$ cat config.mk
export PLATFORM = sky130hd
export DESIGN_NAME = cacheline_burst_adapter
export DESIGN_NICKNAME = d
export VERILOG_FILES = /design/src/rtl/cache_types_pkg.sv /design/src/rtl/cacheline_burst_adapter.sv
export SDC_FILE = /design/constraint.sdc
export NUM_CORES = 1
export LEC_CHECK = 0
export CAP_MARGIN = 20
export CORE_AREA = 2 2 281 283
export CTS_CLUSTER_SIZE = 24
export DETAILED_ROUTE_END_ITERATION = 8
export DIE_AREA = 0 0 283 285
export REMOVE_ABC_BUFFERS = 1
export SLEW_MARGIN = 20
export SYNTH_ARGS = -nofsm -noshare
export SYNTH_HDL_FRONTEND = slang
export SYNTH_SLANG_ARGS = --single-unit
$ cat constraint.sdc
create_clock -name clk -period 3.6 [get_ports clk]
set_clock_uncertainty 0.15 [all_clocks]
set_input_delay 0.9 -clock clk [delete_from_list [all_inputs] [get_ports clk]]
set_output_delay 0.9 -clock clk [all_outputs]
set_load 0.01 [all_outputs]
$ cat src/rtl/cache_types_pkg.sv
// rtl/cache_types_pkg.sv - shared types and widths for the cache line burst adapter
package cache_types_pkg;

  localparam int LINE_W = 256;
  localparam int BEAT_W = 64;
  localparam int ADDR_W = 32;

  typedef enum logic [1:0] {
    IDLE     = 2'd0,
    RD_BURST = 2'd1,
    WR_BURST = 2'd2,
    DONE     = 2'd3
  } burst_state_t;

endpackage

$ cat src/rtl/cacheline_burst_adapter.sv
// rtl/cacheline_burst_adapter.sv - turns 256-bit cache line requests into 4-beat 64-bit memory bursts
module cacheline_burst_adapter
  import cache_types_pkg::*;
#(
  parameter int S_LINE = LINE_W,
  parameter int S_BEAT = BEAT_W,
  parameter int S_ADDR = ADDR_W
) (
  input  logic              clk,
  input  logic              rst,
  input  logic              pmem_read,
  input  logic              pmem_write,
  input  logic [S_ADDR-1:0] pmem_address,
  input  logic [S_LINE-1:0] pmem_wdata,
  output logic [S_LINE-1:0] pmem_rdata,
  output logic              mem_resp,
  output logic              burst_read,
  output logic              burst_write,
  output logic [S_ADDR-1:0] burst_address,
  output logic [S_BEAT-1:0] burst_wdata,
  input  logic [S_BEAT-1:0] burst_rdata,
  input  logic              burst_resp
);

  localparam int N_BEATS  = S_LINE / S_BEAT;
  localparam int S_OFFSET = $clog2(S_LINE / 8);
  localparam int CNT_W    = $clog2(N_BEATS);

  burst_state_t       state;
  burst_state_t       next_state;
  logic [CNT_W-1:0]   beat;
  logic               last_beat;
  logic               addr_lsb_unused;

  assign addr_lsb_unused = ^pmem_address[S_OFFSET-1:0];
  assign last_beat       = burst_resp && (beat == CNT_W'(N_BEATS - 1));

  always_ff @(posedge clk or negedge rst) begin
    if (!rst) state <= IDLE;
    else      state <= next_state;
  end

  always_comb begin
    next_state = state;
    unique case (state)
      IDLE: begin
        if (pmem_write)     next_state = WR_BURST;
        else if (pmem_read) next_state = RD_BURST;
      end
      RD_BURST: if (last_beat) next_state = DONE;
      WR_BURST: if (last_beat) next_state = DONE;
      DONE:     next_state = IDLE;
      default:  next_state = IDLE;
    endcase
  end

  always_comb begin
    burst_read  = 1'b0;
    burst_write = 1'b0;
    mem_resp    = 1'b0;
    burst_wdata = '0;
    unique case (state)
      RD_BURST: burst_read = 1'b1;
      WR_BURST: begin
        burst_write = 1'b1;
        burst_wdata = pmem_wdata[S_BEAT*int'(beat) +: S_BEAT];
      end
      DONE:     mem_resp = 1'b1;
      default:  ;
    endcase
  end

  // The beat counter wraps to zero on the last beat, so it is ready for the next burst.
  always_ff @(posedge clk or negedge rst) begin
    if (!rst) begin
      beat          <= '0;
      burst_address <= '0;
      pmem_rdata    <= '0;
    end else begin
      if (state == IDLE && (pmem_read || pmem_write))
        burst_address <= {pmem_address[S_ADDR-1:S_OFFSET], {S_OFFSET{1'b0}}};
      if ((state == RD_BURST || state == WR_BURST) && burst_resp)
        beat <= beat + CNT_W'(1);
      if (state == RD_BURST && burst_resp)
        pmem_rdata[S_BEAT*int'(beat) +: S_BEAT] <= burst_rdata;
    end
  end

endmodule
==> results.txt, run 1 <==
I/O pin count = 712
Slew Limit Fails = 0
Syn Inst Count = 824
Wire per inst = 24.8 um
Max-Cap Viols = 0
Status = finished, final reports clean
Synth Cell Area = 12400 um2
Unique cell type count in the Yosys netlist = 28
Initial Utilization = 15.9%
Min Tclk post-route = 3.56 ns
Tcrit/Tclk final = 98.9%
RSZ-0062 raised after global routing = false
Crit end category = output pin
Core area = 78000 um2
CTS sink cnt = 287
H-tree Lvls = 2
I/O Buffers = 701
Crit Path Max Fanout = 1
CP Launch Type = primary input
Finished Core Util = 28.4%
Post-DRT Antenna Nets = 0
Maximum buffer depth of the clock tree = 3
Total grt overflow = 0
Die X = 283 um
TritonCTS Buffers = 34
Worst Hold Class = in -> async
Number of flops mapped to enable cells by yosys = 0
Start point of the critical path = pmem_wdata[105]
Post-route setup slack = 0.0394 ns
Worst-Margin Slew = 1.08 ns
Overall Global Routing Usage = 15.5%
Vias = 11100
Initial antenna violation count = 28
Yosys reg bits = 287
Non-Filler Instances = 2621
Hold buffers post-CTS = 0
Crit path DAT = 2.51 ns
Layout net count = 1899
Slew HR = 28.0%
Area growth from synthesis to layout = 79.1%
VDD IR max = 0.441 mV
Synth cell count leaders = 287 x dfrtp_1, 256 x a22o_1, 64 x and2_1, 64 x mux4_2, 31 x clkbuf_1
Synth async-reset ratio = 100%
Setup TNS = 0 ns
CTS root buffer = clkbuf_16
Max Clk Rate = 281 MHz
WL final = 65000 um
Routability cong. = 0.973
Synth warn = 0
Die ar. = 80700 um2
Finish-stage setup viols = 0
DRT Pass-1 Iters = 4
Most numerous cell in the Yosys netlist = dfrtp_1
CTS tree = built
Avg Cell Area, Syn = 15.0 um2
Total power = 18400 uW
Share of layout cells above drive strength 1 = 14.0%
Req. time, crit path = 2.55 ns
Clock-pin slew on the worst setup and hold paths = 0.06 ns
# rows = 103
LEAKAGE = 0.00939 uW
Final hold vios = 0
First-pass GRT wire length = 91300 um
Dpl hpwl = 49500 um
Critical path class = in -> out
Main synth FF type = dfrtp_1
Largest net degree at the start of global routing = 83
Vias/cell = 4.22
DRC viols = 0
Clk_lat worst skew = 0.53 ns
Initial DRC count = 503
Dpl ws = -0.0759 ns
PwrDens = 829 nW/um2
Placed Cells incl. Taps = 2542
Seq/Total Area, Yosys = 58.0%
Yosys top cell area share = 58.0%
Vias in the first global route = 11800
Area contributors post-synth = dfrtp_1 58%, a22o_1 18%, mux4_2 12%, and2_1 3.2%, mux2_2 2.7%
Worst r2r src = beat[0]
Die Y = 285 um
Area leader, netlist = dfrtp_1
-- routing by layer --
layer | vias up | wire length, um | global-route usage (%)
met5 | - | 13 | 0
met4 | 2 | 2700 | 7.47
met3 | 109 | 4770 | 4.63
met2 | 552 | 33500 | 27.2
met1 | 5781 | 24000 | 16.9
li1 | 4622 | - | -
-- flip-flops by register name (all words and copies together), names as in the netlist --
register / count
pmem_rdata: 256
burst_address: 27
beat: 2
state: 2
-- per-stage QoR --
stage / cell area [um2] / hold WS (ns)
3_3_place_gp: 20900 / 0.337
5_1_grt: 22200 / 0.243
4_1_cts: 22100 / 0.233
2_1_floorplan: 12000 / 0.384
6_report: 22200 / 0.214
3_5_place_dp: 20900 / 0.340
-- cells by family (layout without fill, tap and decap cells) --
group / count (synthesis) / after routing / share of synthesized area [%]
other: 1 / 19 / 0.0303
XOR/XNOR: 1 / 1 / 0.0708
flip-flops: 287 / 287 / 58.0
AO/OA/AOI/OAI: 259 / 259 / 18.3
buffers and inverters: 88 / 817 / 3.69
AND/OR/NAND/NOR: 84 / 84 / 4.54
multiplexers: 94 / 94 / 14.4
adder cells (fa/ha/maj): 10 / 10 / 1.01
-- report_power, final --
group / internal [uW] / switching (uW) / total, uW
clock: 2210 / 1450 / 3650
combinational: 5450 / 3660 / 9110
sequential: 4700 / 919 / 5620
total: 12400 / 6030 / 18400
-- worst paths after layout --
kind,to,slack [ns],cells after the start
setup / recovery,burst_wdata[41],0.04,4
hold / removal,pmem_rdata[176],0.21,1
setup reg to reg,pmem_rdata[123],0.74,8
hold reg to reg,burst_address[15],0.35,1
max in group asynchronous,pmem_rdata[8],2.19,2
min in group clk,burst_address[15],0.35,1
-- critical path: stages --
cell and delay, ns:
clkdlybuf4s50_1 0.48, mux4_2 0.49, and2_1 0.17, clkdlybuf4s50_1 0.47
-- final cells by class --
class                   instances  area [um2]
diodes                         14        35.0
clock buffers                  44         970
clock inverters                17         215
fillers                      7911       55800
inverters                       6        22.5
multi-input cells             453        4830
flip-flops and latches        287        7190
well taps                    1050        1310
repair buffers                750        7590
-- placed cells by master (no fill, tap or decap), drive strengths merged, types with 3 or more instances in the layout --
master and instances:
and2 64, buf 52, nand2 4, dlymetal6s2s 13, mux4 64, dfrtp 287, nand3 5, dlygate4sd2 23
clkbuf 44, inv 8, diode 14, a22o 256, ha 10, conb 5, clkinvlp 3, bufinv 4
clkdlybuf4s50 662, clkinv 8, mux2 30
-- timing repair --
action                                  4_1_cts  5_1_grt
gates resized for setup                      27       16
buffers inserted                              4        0
endpoints found under the setup margin       56       21
No activity file was read; power rests on OpenSTA's default activity.
==> inputs of run 2 (changes only) <==
--- a/config.mk
+++ b/config.mk
@@ -10,7 +10,7 @@
 export CTS_CLUSTER_SIZE = 24
 export DETAILED_ROUTE_END_ITERATION = 8
 export DIE_AREA = 0 0 283 285
-export REMOVE_ABC_BUFFERS = 1
+export SETUP_SLACK_MARGIN = 0.15
 export SLEW_MARGIN = 20
 export SYNTH_ARGS = -nofsm -noshare
 export SYNTH_HDL_FRONTEND = slang
==> results.txt, run 2 (same netlist as run 1, synthesis figures left out) <==
Status = finished, final reports clean
Dpl hpwl = 51600 um (+4.2%)
DRT Pass-1 Iters = 4 (unchanged)
Crit path top cell by count = buf_6
WL final = 68900 um (+6.1%)
Clock-pin slew on the worst setup and hold paths = 0.06 ns (about the same)
Crit Path Max Fanout = 8 (+7)
Critical path's slowest cell = mux4_2
Die ar. = 80700 um2 (unchanged)
CP Launch Type = flop
Hold buffers post-CTS = 0 (unchanged)
Finish-stage setup viols = 0 (unchanged)
Overall Global Routing Usage = 16.5% (+1.0 points)
Dpl ws = -0.0586 ns (+0.0173 ns)
Slew HR = 56.5% (+29 points)
Largest Register = pmem_rdata
Worst r2r src = beat[0]
Top flop regs = pmem_rdata x256, burst_address x27
Slew Limit Fails = 0 (unchanged)
Most frequent cells in the layout = 635 x clkdlybuf4s50_1, 285 x dfrtp_1, 256 x a22o_1
Max-Cap Viols = 0 (unchanged)
RSZ-0062 raised after global routing = true
Post-DRT Antenna Nets = 0 (unchanged)
Clk_lat worst skew = 0.55 ns (+0.02 ns)
Req. time, crit path = 2.55 ns (about the same)
Worst Hold Class = in -> async
Crit path DAT = 2.35 ns (-0.16 ns)
Initial DRC count = 645 (+28%)
Commonest non-fill, non-tap cell in the layout = clkdlybuf4s50_1
Vias in the first global route = 11800 (-0.0085%)
Vias/cell = 4.28 (+1.5%)
Die X = 283 um (unchanged)
Layout net count = 1900 (+0.053%)
H-tree Lvls = 2 (unchanged)
VDD IR max = 0.487 mV (+11%)
Die Y = 285 um (unchanged)
Final hold vios = 0 (unchanged)
Worst-Margin Slew = 0.652 ns (-0.428 ns)
Max Clk Rate = 294 MHz (+4.6%)
CTS sink cnt = 287 (unchanged)
Reg2reg end = pmem_rdata[34]
Tcrit/Tclk final = 94.5% (-4.4 points)
Core area = 78000 um2 (unchanged)
First-pass GRT wire length = 95900 um (+4.9%)
Crit end category = output pin
Largest net degree at the start of global routing = 80 (-3.6%)
PwrDens = 845 nW/um2 (+2.0%)
Post-route setup slack = 0.196 ns (+0.157 ns)
Crit path cell chain = buf_12, buf_6, buf_12, buf_6, mux4_2, and2_4, buf_6
FF-to-FF setup slack = 0.86 ns (+0.12 ns)
I/O pin count = 712 (unchanged)
Wire per inst = 26.3 um (+6.2%)
CTS tree = built
Routability cong. = 0.984 (+1.1%)
CTS root buffer = clkbuf_16
LEAKAGE = 0.00938 uW (-0.16%)
Initial antenna violation count = 37 (+32%)
Vias = 11200 (+1.3%)
I/O Buffers = 701 (unchanged)
Initial Utilization = 15.9% (unchanged)
TritonCTS Buffers = 36 (+5.9%)
Min Tclk post-route = 3.40 ns (-0.157 ns)
Maximum buffer depth of the clock tree = 3 (unchanged)
Total grt overflow = 0 (unchanged)
Min Hold Slack = 0.0805 ns (-0.134 ns)
Slowest Stage Delay on Critical Path = 0.50 ns (about the same)
R2R depth = 8 (unchanged)
# rows = 103 (unchanged)
Critical path class = reg -> out
Fill cell count = 7905 (-0.076%)
Number of flip-flops in the largest register = 256 (unchanged)
Area growth from synthesis to layout = 80.4%
DRC viols = 0 (unchanged)
Share of layout cells above drive strength 1 = 15.8% (+1.8 points)
==> run 2: layer usage <==
metal / share of wire, % / GRT usage [%]
met5: 0.039 / 0
met3: 6.9 / 4.44
met1: 37 / 18.3
met4: 3.6 / 5.19
met2: 53 / 30.3
==> run 2: worst max-delay path, delay by kind of cell (launching register included) <==
kind                   cells  cell delay [ns]
buffers and inverters      5             0.64
multiplexers               1             0.50
flip-flops                 1             0.48
AND/OR/NAND/NOR            1             0.18
==> run 2: per-stage QoR <==
stage	TNS, ns	power (uW)	std cells	instance area (um2)	utilization (%)
6_report	0	18900	2618	22300	28.7
5_1_grt	0	19800	2614	22300	28.6
4_1_cts	0	19000	2609	22200	28.5
3_5_place_dp	-0.152	14700	2524	20800	26.6
3_3_place_gp	-0.176	14600	2524	20800	26.6
2_1_floorplan	0	9420	828	12400	-
==> run 2: timing repair <==
| item | in CTS | in global routing |
|---|---|---|
| gates resized for setup | 129 | 31 |
| pin swaps | 2 | 0 |
| endpoints found under the setup margin | 63 | 36 |
| cloned | 5 | 2 |
| setup buffers | 14 | 0 |
==> run 2: area by class of cell <==
cell class / instances / area [um2] / share of cell area, %
diodes: 7 / 17.5 / 0.0784
clock buffers: 48 / 996 / 4.46
clock inverters: 18 / 268 / 1.20
inverters: 6 / 22.5 / 0.101
multi-input cells: 453 / 4840 / 21.7
flip-flops and latches: 287 / 7190 / 32.2
well taps: 1050 / 1310 / 5.88
repair buffers: 749 / 7690 / 34.4
==> run 2: power by group <==
part | switching [uW] | total [uW] | internal, uW
Combinational | 3820 | 9460 | 5640
Sequential | 901 | 5600 | 4700
Clock | 1550 | 3820 | 2270
==> run 2: worst max-delay path by stage <==
stage	slack, ns	depth (start not counted)	startpoint	end
final	0.20	7	beat[0]	burst_wdata[44]
after detailed placement	-0.06	4	pmem_wdata[247]	burst_wdata[55]
after CTS	0.15	7	beat[0]	burst_wdata[44]
after floorplan	1.00	5	beat[0]	burst_wdata[14]
after global routing	0.13	6	beat[0]	burst_wdata[51]
after global placement	-0.08	4	pmem_wdata[247]	burst_wdata[55]
